## src/rtl/mem_arbiter.sv

```systemverilog
// Frame-buffer arbiter: one display port (V) with absolute priority and two
// scaler ports (R read, W write) sharing a single-port RAM with one-cycle
// read latency. Scaler ports alternate through a 1-bit round-robin pointer.
module mem_arbiter #(
    parameter int ADDR_W = 17,
    parameter int DATA_W = 8
) (
    input  logic              clk,
    input  logic              reset,
    // display read port
    input  logic              vga_req,
    input  logic [ADDR_W-1:0] vga_addr,
    output logic              vga_gnt,
    output logic              vga_rvalid,
    // scaler session enable
    input  logic              scl_en,
    // scaler read port
    input  logic              rd_req,
    input  logic [ADDR_W-1:0] rd_addr,
    output logic              rd_gnt,
    output logic              rd_rvalid,
    // scaler write port
    input  logic              wr_req,
    input  logic [ADDR_W-1:0] wr_addr,
    input  logic [DATA_W-1:0] wr_data,
    output logic              wr_gnt,
    // shared read data
    output logic [DATA_W-1:0] rdata,
    // RAM side
    output logic [ADDR_W-1:0] mem_addr,
    output logic [DATA_W-1:0] mem_wdata,
    output logic              mem_wren,
    input  logic [DATA_W-1:0] mem_rdata,
    // statistics
    output logic [15:0]       conflict_cnt
);

    typedef enum logic {
        PTR_R = 1'b0,
        PTR_W = 1'b1
    } ptr_t;

    ptr_t              ptr_reg;
    ptr_t              ptr_next;
    logic              conflict_next;
    logic [15:0]       conflict_cnt_reg;
    logic [ADDR_W-1:0] mem_addr_reg;
    logic [DATA_W-1:0] mem_wdata_reg;
    logic              mem_wren_reg;

    // Read-tag pipeline: stage 0 holds grants of the previous cycle, stage 1
    // lines up with the RAM output. Owner bit is 1 for port R, 0 for port V.
    logic [1:0]        tag_valid_reg;
    logic [1:0]        tag_owner_reg;
    logic [1:0]        tag_valid_in;
    logic [1:0]        tag_owner_in;

    // Pointer register: the only piece of arbitration state.
    always_ff @(posedge clk) begin
        if (reset) begin
            ptr_reg <= PTR_R;
        end else begin
            ptr_reg <= ptr_next;
        end
    end

    // Grant decode, pointer advance and conflict detection; grants forced low in reset.
    always_comb begin
        vga_gnt       = 1'b0;
        rd_gnt        = 1'b0;
        wr_gnt        = 1'b0;
        ptr_next      = ptr_reg;
        conflict_next = 1'b0;
        if (!reset) begin
            if (vga_req) begin
                vga_gnt = 1'b1;
            end else if (scl_en) begin
                if (rd_req && wr_req) begin
                    if (ptr_reg == PTR_R) begin
                        rd_gnt = 1'b1;
                    end else begin
                        wr_gnt = 1'b1;
                    end
                end else if (rd_req) begin
                    rd_gnt = 1'b1;
                end else if (wr_req) begin
                    wr_gnt = 1'b1;
                end
            end
            // A scaler grant hands the next tie to the other scaler port.
            if (rd_gnt) begin
                ptr_next = PTR_W;
            end else if (wr_gnt) begin
                ptr_next = PTR_R;
            end
            // Only eligible (scl_en) scaler requests can be denied.
            conflict_next = scl_en && ((rd_req && !rd_gnt) || (wr_req && !wr_gnt));
        end
    end

    // Saturating count of cycles with at least one denied scaler request.
    always_ff @(posedge clk) begin
        if (reset) begin
            conflict_cnt_reg <= 16'h0000;
        end else if (conflict_next && (conflict_cnt_reg != 16'hFFFF)) begin
            conflict_cnt_reg <= conflict_cnt_reg + 16'h0001;
        end
    end

    // RAM command register: address/data hold their last value when idle.
    always_ff @(posedge clk) begin
        if (reset) begin
            mem_addr_reg  <= '0;
            mem_wdata_reg <= '0;
            mem_wren_reg  <= 1'b0;
        end else begin
            mem_wren_reg <= wr_gnt;
            if (vga_gnt) begin
                mem_addr_reg <= vga_addr;
            end else if (rd_gnt) begin
                mem_addr_reg <= rd_addr;
            end else if (wr_gnt) begin
                mem_addr_reg  <= wr_addr;
                mem_wdata_reg <= wr_data;
            end
        end
    end

    assign tag_valid_in = {tag_valid_reg[0], vga_gnt | rd_gnt};
    assign tag_owner_in = {tag_owner_reg[0], rd_gnt};

    // One register per tag stage; reset discards any read still in flight.
    generate
        for (genvar gi = 0; gi < 2; gi++) begin : g_tag
            always_ff @(posedge clk) begin
                if (reset) begin
                    tag_valid_reg[gi] <= 1'b0;
                    tag_owner_reg[gi] <= 1'b0;
                end else begin
                    tag_valid_reg[gi] <= tag_valid_in[gi];
                    tag_owner_reg[gi] <= tag_owner_in[gi];
                end
            end
        end
    endgenerate

    assign vga_rvalid   = tag_valid_reg[1] & ~tag_owner_reg[1];
    assign rd_rvalid    = tag_valid_reg[1] &  tag_owner_reg[1];
    assign rdata        = mem_rdata;
    assign mem_addr     = mem_addr_reg;
    assign mem_wdata    = mem_wdata_reg;
    assign mem_wren     = mem_wren_reg;
    assign conflict_cnt = conflict_cnt_reg;

endmodule

```

## config.mk

```make
export PLATFORM = sky130hd
export DESIGN_NAME = mem_arbiter
export DESIGN_NICKNAME = d
export VERILOG_FILES = /design/src/rtl/mem_arbiter.sv
export SDC_FILE = /design/constraint.sdc
export NUM_CORES = 1
export LEC_CHECK = 0
export CAP_MARGIN = 20
export CORE_MARGIN = 3
export CORE_UTILIZATION = 41
export DETAILED_ROUTE_END_ITERATION = 8
export GPL_ROUTABILITY_DRIVEN = 0
export PLACE_DENSITY_LB_ADDON = 0.1
export SYNTH_ARGS = -nofsm -noshare
export SYNTH_HDL_FRONTEND = slang
export SYNTH_SLANG_ARGS = --single-unit
```

## constraint.sdc

```tcl
create_clock -name clk -period 4.6 [get_ports clk]
set_input_delay 0.46 -clock clk [delete_from_list [all_inputs] [get_ports clk]]
set_output_delay 0.46 -clock clk [all_outputs]
set_load 0.005 [all_outputs]
```

==> flow_metrics.env <==
export IMPL_cap_violations=0
export IMPL_ir_worst_vdd_mv=0.186
export IMPL_final_nets=419
export IMPL_synth_edf_count=0
export IMPL_cts_max_level=2
export IMPL_routedWlPerCell_um=15.6
export IMPL_cts_made_buffers=5
export IMPL_rows=25
export IMPL_clock_latency_ns=0.30
export IMPL_area_delta_synth_final_pct=56.4
export IMPL_powerDensity_nw_per_um2=269
export IMPL_post_cts_buffers=0
export IMPL_antenna_found_initial=0
export IMPL_synthCells=245
export IMPL_syn_num_nets=319
export IMPL_boundaryPins=128
export IMPL_netlist_area_um2=2190
export IMPL_drt_antenna_violating_nets=0
export IMPL_criticalPathCategory="in2out"
export IMPL_synth_top_area_frac=0.429
export IMPL_finish_utilization=0.693
export IMPL_cts_resized=0
export IMPL_worstSetupStartpointType="input pin"
export IMPL_gr_total_overflow=0
export IMPL_cts_sinks=47
export IMPL_clockRootBuffer="clkbuf_8"
export IMPL_place_area_um2=3290
export IMPL_dp_hpwl_mm=4.72
export IMPL_drtIter0Drc=109
export IMPL_critPathCaptureType="output pin"
export IMPL_core_area_um2=4940
export IMPL_track_usage=0.211
export IMPL_post_route_period_util=0.658
export IMPL_slowest_stage="nor2_2"
export IMPL_leakagePower_nw=1.17
export IMPL_synth_async_reset_ratio=0
export IMPL_vias=2261
export IMPL_slowest_delay_ns=0.68
export IMPL_yosysSeqAreaShare=0.429
export IMPL_dieWidth_um=79.1
export IMPL_cp_common_cell="clkdlybuf4s50_1"
export IMPL_post_route_drc_count=0
export IMPL_grt_pass1_wl_mm=10.5
export IMPL_stdcell_area_um2=3430
export IMPL_drive_gt1_frac=0.0636
export IMPL_synthFlopType="dfxtp_1"
export IMPL_maxSlewHeadroom=0.489
export IMPL_critPathMaxFanout=19
export IMPL_syn_avg_cell_area_um2=8.94
export IMPL_grt_pass1_vias=2100
export IMPL_hold_violations=0
export IMPL_largest_reg_flops=17
export IMPL_vias_per_cell=5.47
export IMPL_cts_tree="yes"
export IMPL_ys_types=39
export IMPL_ys_top_cells_by_count="47 x dfxtp_1, 30 x o21ai_0, 28 x nand2_1, 17 x a221oi_1"
export IMPL_synth_largest_area_cell="dfxtp_1"
export IMPL_die_area_um2=6260
export IMPL_worstHoldPathType="reg2reg"
export IMPL_die_height_um=79.1
export IMPL_drt_total_wl_mm=6.45
export IMPL_yosysWarningCount=0
export IMPL_port_buffers=111
export IMPL_floorplan_initialDensity=0.443
export IMPL_clockBufferDepth=2
export IMPL_multi_input_area_um2=1110
export IMPL_cts_clk_slew_worst_paths_ns=0.09
export IMPL_tightest_slew_ns=0.766
export IMPL_status="finished, final reports clean"
export IMPL_setup_tns_ns=0
export IMPL_fillers=425
export IMPL_synth_area_leaders="dfxtp_1 43%, o21ai_0 6.9%, a221oi_1 6.8%, nand2_1 4.8%, mux2i_1 4.1%"
export IMPL_hold_buffers=0
export IMPL_regArea_um2=941
export IMPL_period_needed_ns=3.03
export IMPL_grt_max_degree=27
export IMPL_finalSetupViolations=0
export IMPL_num_antenna_cells=0
export IMPL_skew_ns=0.00745
export IMPL_rsz0062_at_grt="false"
export IMPL_cp_cell_sequence="clkdlybuf4s50_1 -> inv_1 -> nor2_2 -> clkdlybuf4s50_1"
export IMPL_yosysMostFrequentCell="dfxtp_1"
export IMPL_worstPathRequired_ns=4.14
export IMPL_ys_ff_latch=47
export IMPL_firstDrtPassIters=5
export IMPL_cp_data_arrival_time_ns=2.57
export IMPL_slew_viol_final=0
export IMPL_clock_fmax_mhz=330
export IMPL_fin_hold_ws_ns=0.458
==> cells in the final DEF, fill, tap and decap left out, drive strengths merged <==
master,n
ha,1
nand2,29
or3,3
a221oi,17
bufinv,2
nand2b,1
nand3,2
o311ai,6
a21oi,8
buf,5
or3b,1
and3,8
and2,2
or2,1
maj3,1
a311oi,1
and4,1
nor2,10
nor2b,4
nor4,2
inv,3
clkbuf,6
nor3b,2
and2b,1
o41ai,6
clkdlybuf4s50,111
o211ai,1
nand4,7
mux2i,9
o21ai,39
or4,5
o31ai,4
dfxtp,47
==> metrics by stage <==
| step | setup slack, ns | cells | power [mW] |
|---|---|---|---|
| CTS | 1.58 | 413 | 0.929 |
| global route | 1.38 | 413 | 0.960 |
| floorplan | 2.89 | 245 | 0.487 |
| detailed placement | 1.57 | 405 | 0.576 |
| finish | 1.57 | 413 | 0.922 |
| global placement | 1.53 | 405 | 0.575 |
==> worst max-delay path: cells and delay by family <==
| family | cells | cell delay, ns |
|---|---|---|
| and+or+nand+nor | 1 | 0.68 |
| buffers and inverters | 3 | 1.42 |
==> kinds of logic after synthesis <==
logic type | Yosys count | synth area share
multiplexers | 9 | 0.0411
buffers and inverters | 26 | 0.0645
AND/OR/NAND/NOR | 79 | 0.208
adder cells (fa/ha/maj) | 2 | 0.0120
flip-flops | 47 | 0.429
AO/OA/AOI/OAI | 82 | 0.244
==> final cells by class <==
class / instances / share of cell area
well taps: 67 / 0.0245
multi-input cells: 172 / 0.324
clock buffers: 6 / 0.0212
clock inverters: 2 / 0.0175
inverters: 3 / 0.00329
repair buffers: 116 / 0.335
flip-flops and latches: 47 / 0.275
==> metal layers <==
| layer | vias to the layer above | GRT usage | share of wire |
|---|---|---|---|
| met5 | - | 0 | 0 |
| met4 | 0 | 0.0704 | 0.025 |
| met3 | 13 | 0.0635 | 0.077 |
| met2 | 95 | 0.332 | 0.46 |
| met1 | 1031 | 0.276 | 0.44 |
| li1 | 1122 | - | - |
==> power by group <==
| group | total (mW) | switching (mW) | internal, mW |
|---|---|---|---|
| sequential | 0.429 | 0.00800 | 0.421 |
| combinational | 0.137 | 0.0469 | 0.0905 |
| clock | 0.355 | 0.137 | 0.217 |
==> path summary, 6_finish.rpt <==
check	startpoint	end	slack [ns]	depth (start not counted)
max	vga_req	vga_gnt	1.57	4
min	tag_owner_in[1]$_SDFF_PP0_	tag_owner_reg[1]$_SDFF_PP0_	0.46	1
max reg2reg	conflict_cnt[0]$_SDFFE_PP0P_	conflict_cnt[11]$_SDFFE_PP0P_	2.48	6
min reg2reg	tag_owner_in[1]$_SDFF_PP0_	tag_owner_reg[1]$_SDFF_PP0_	0.46	1
Power figures use the tool's default switching activity.
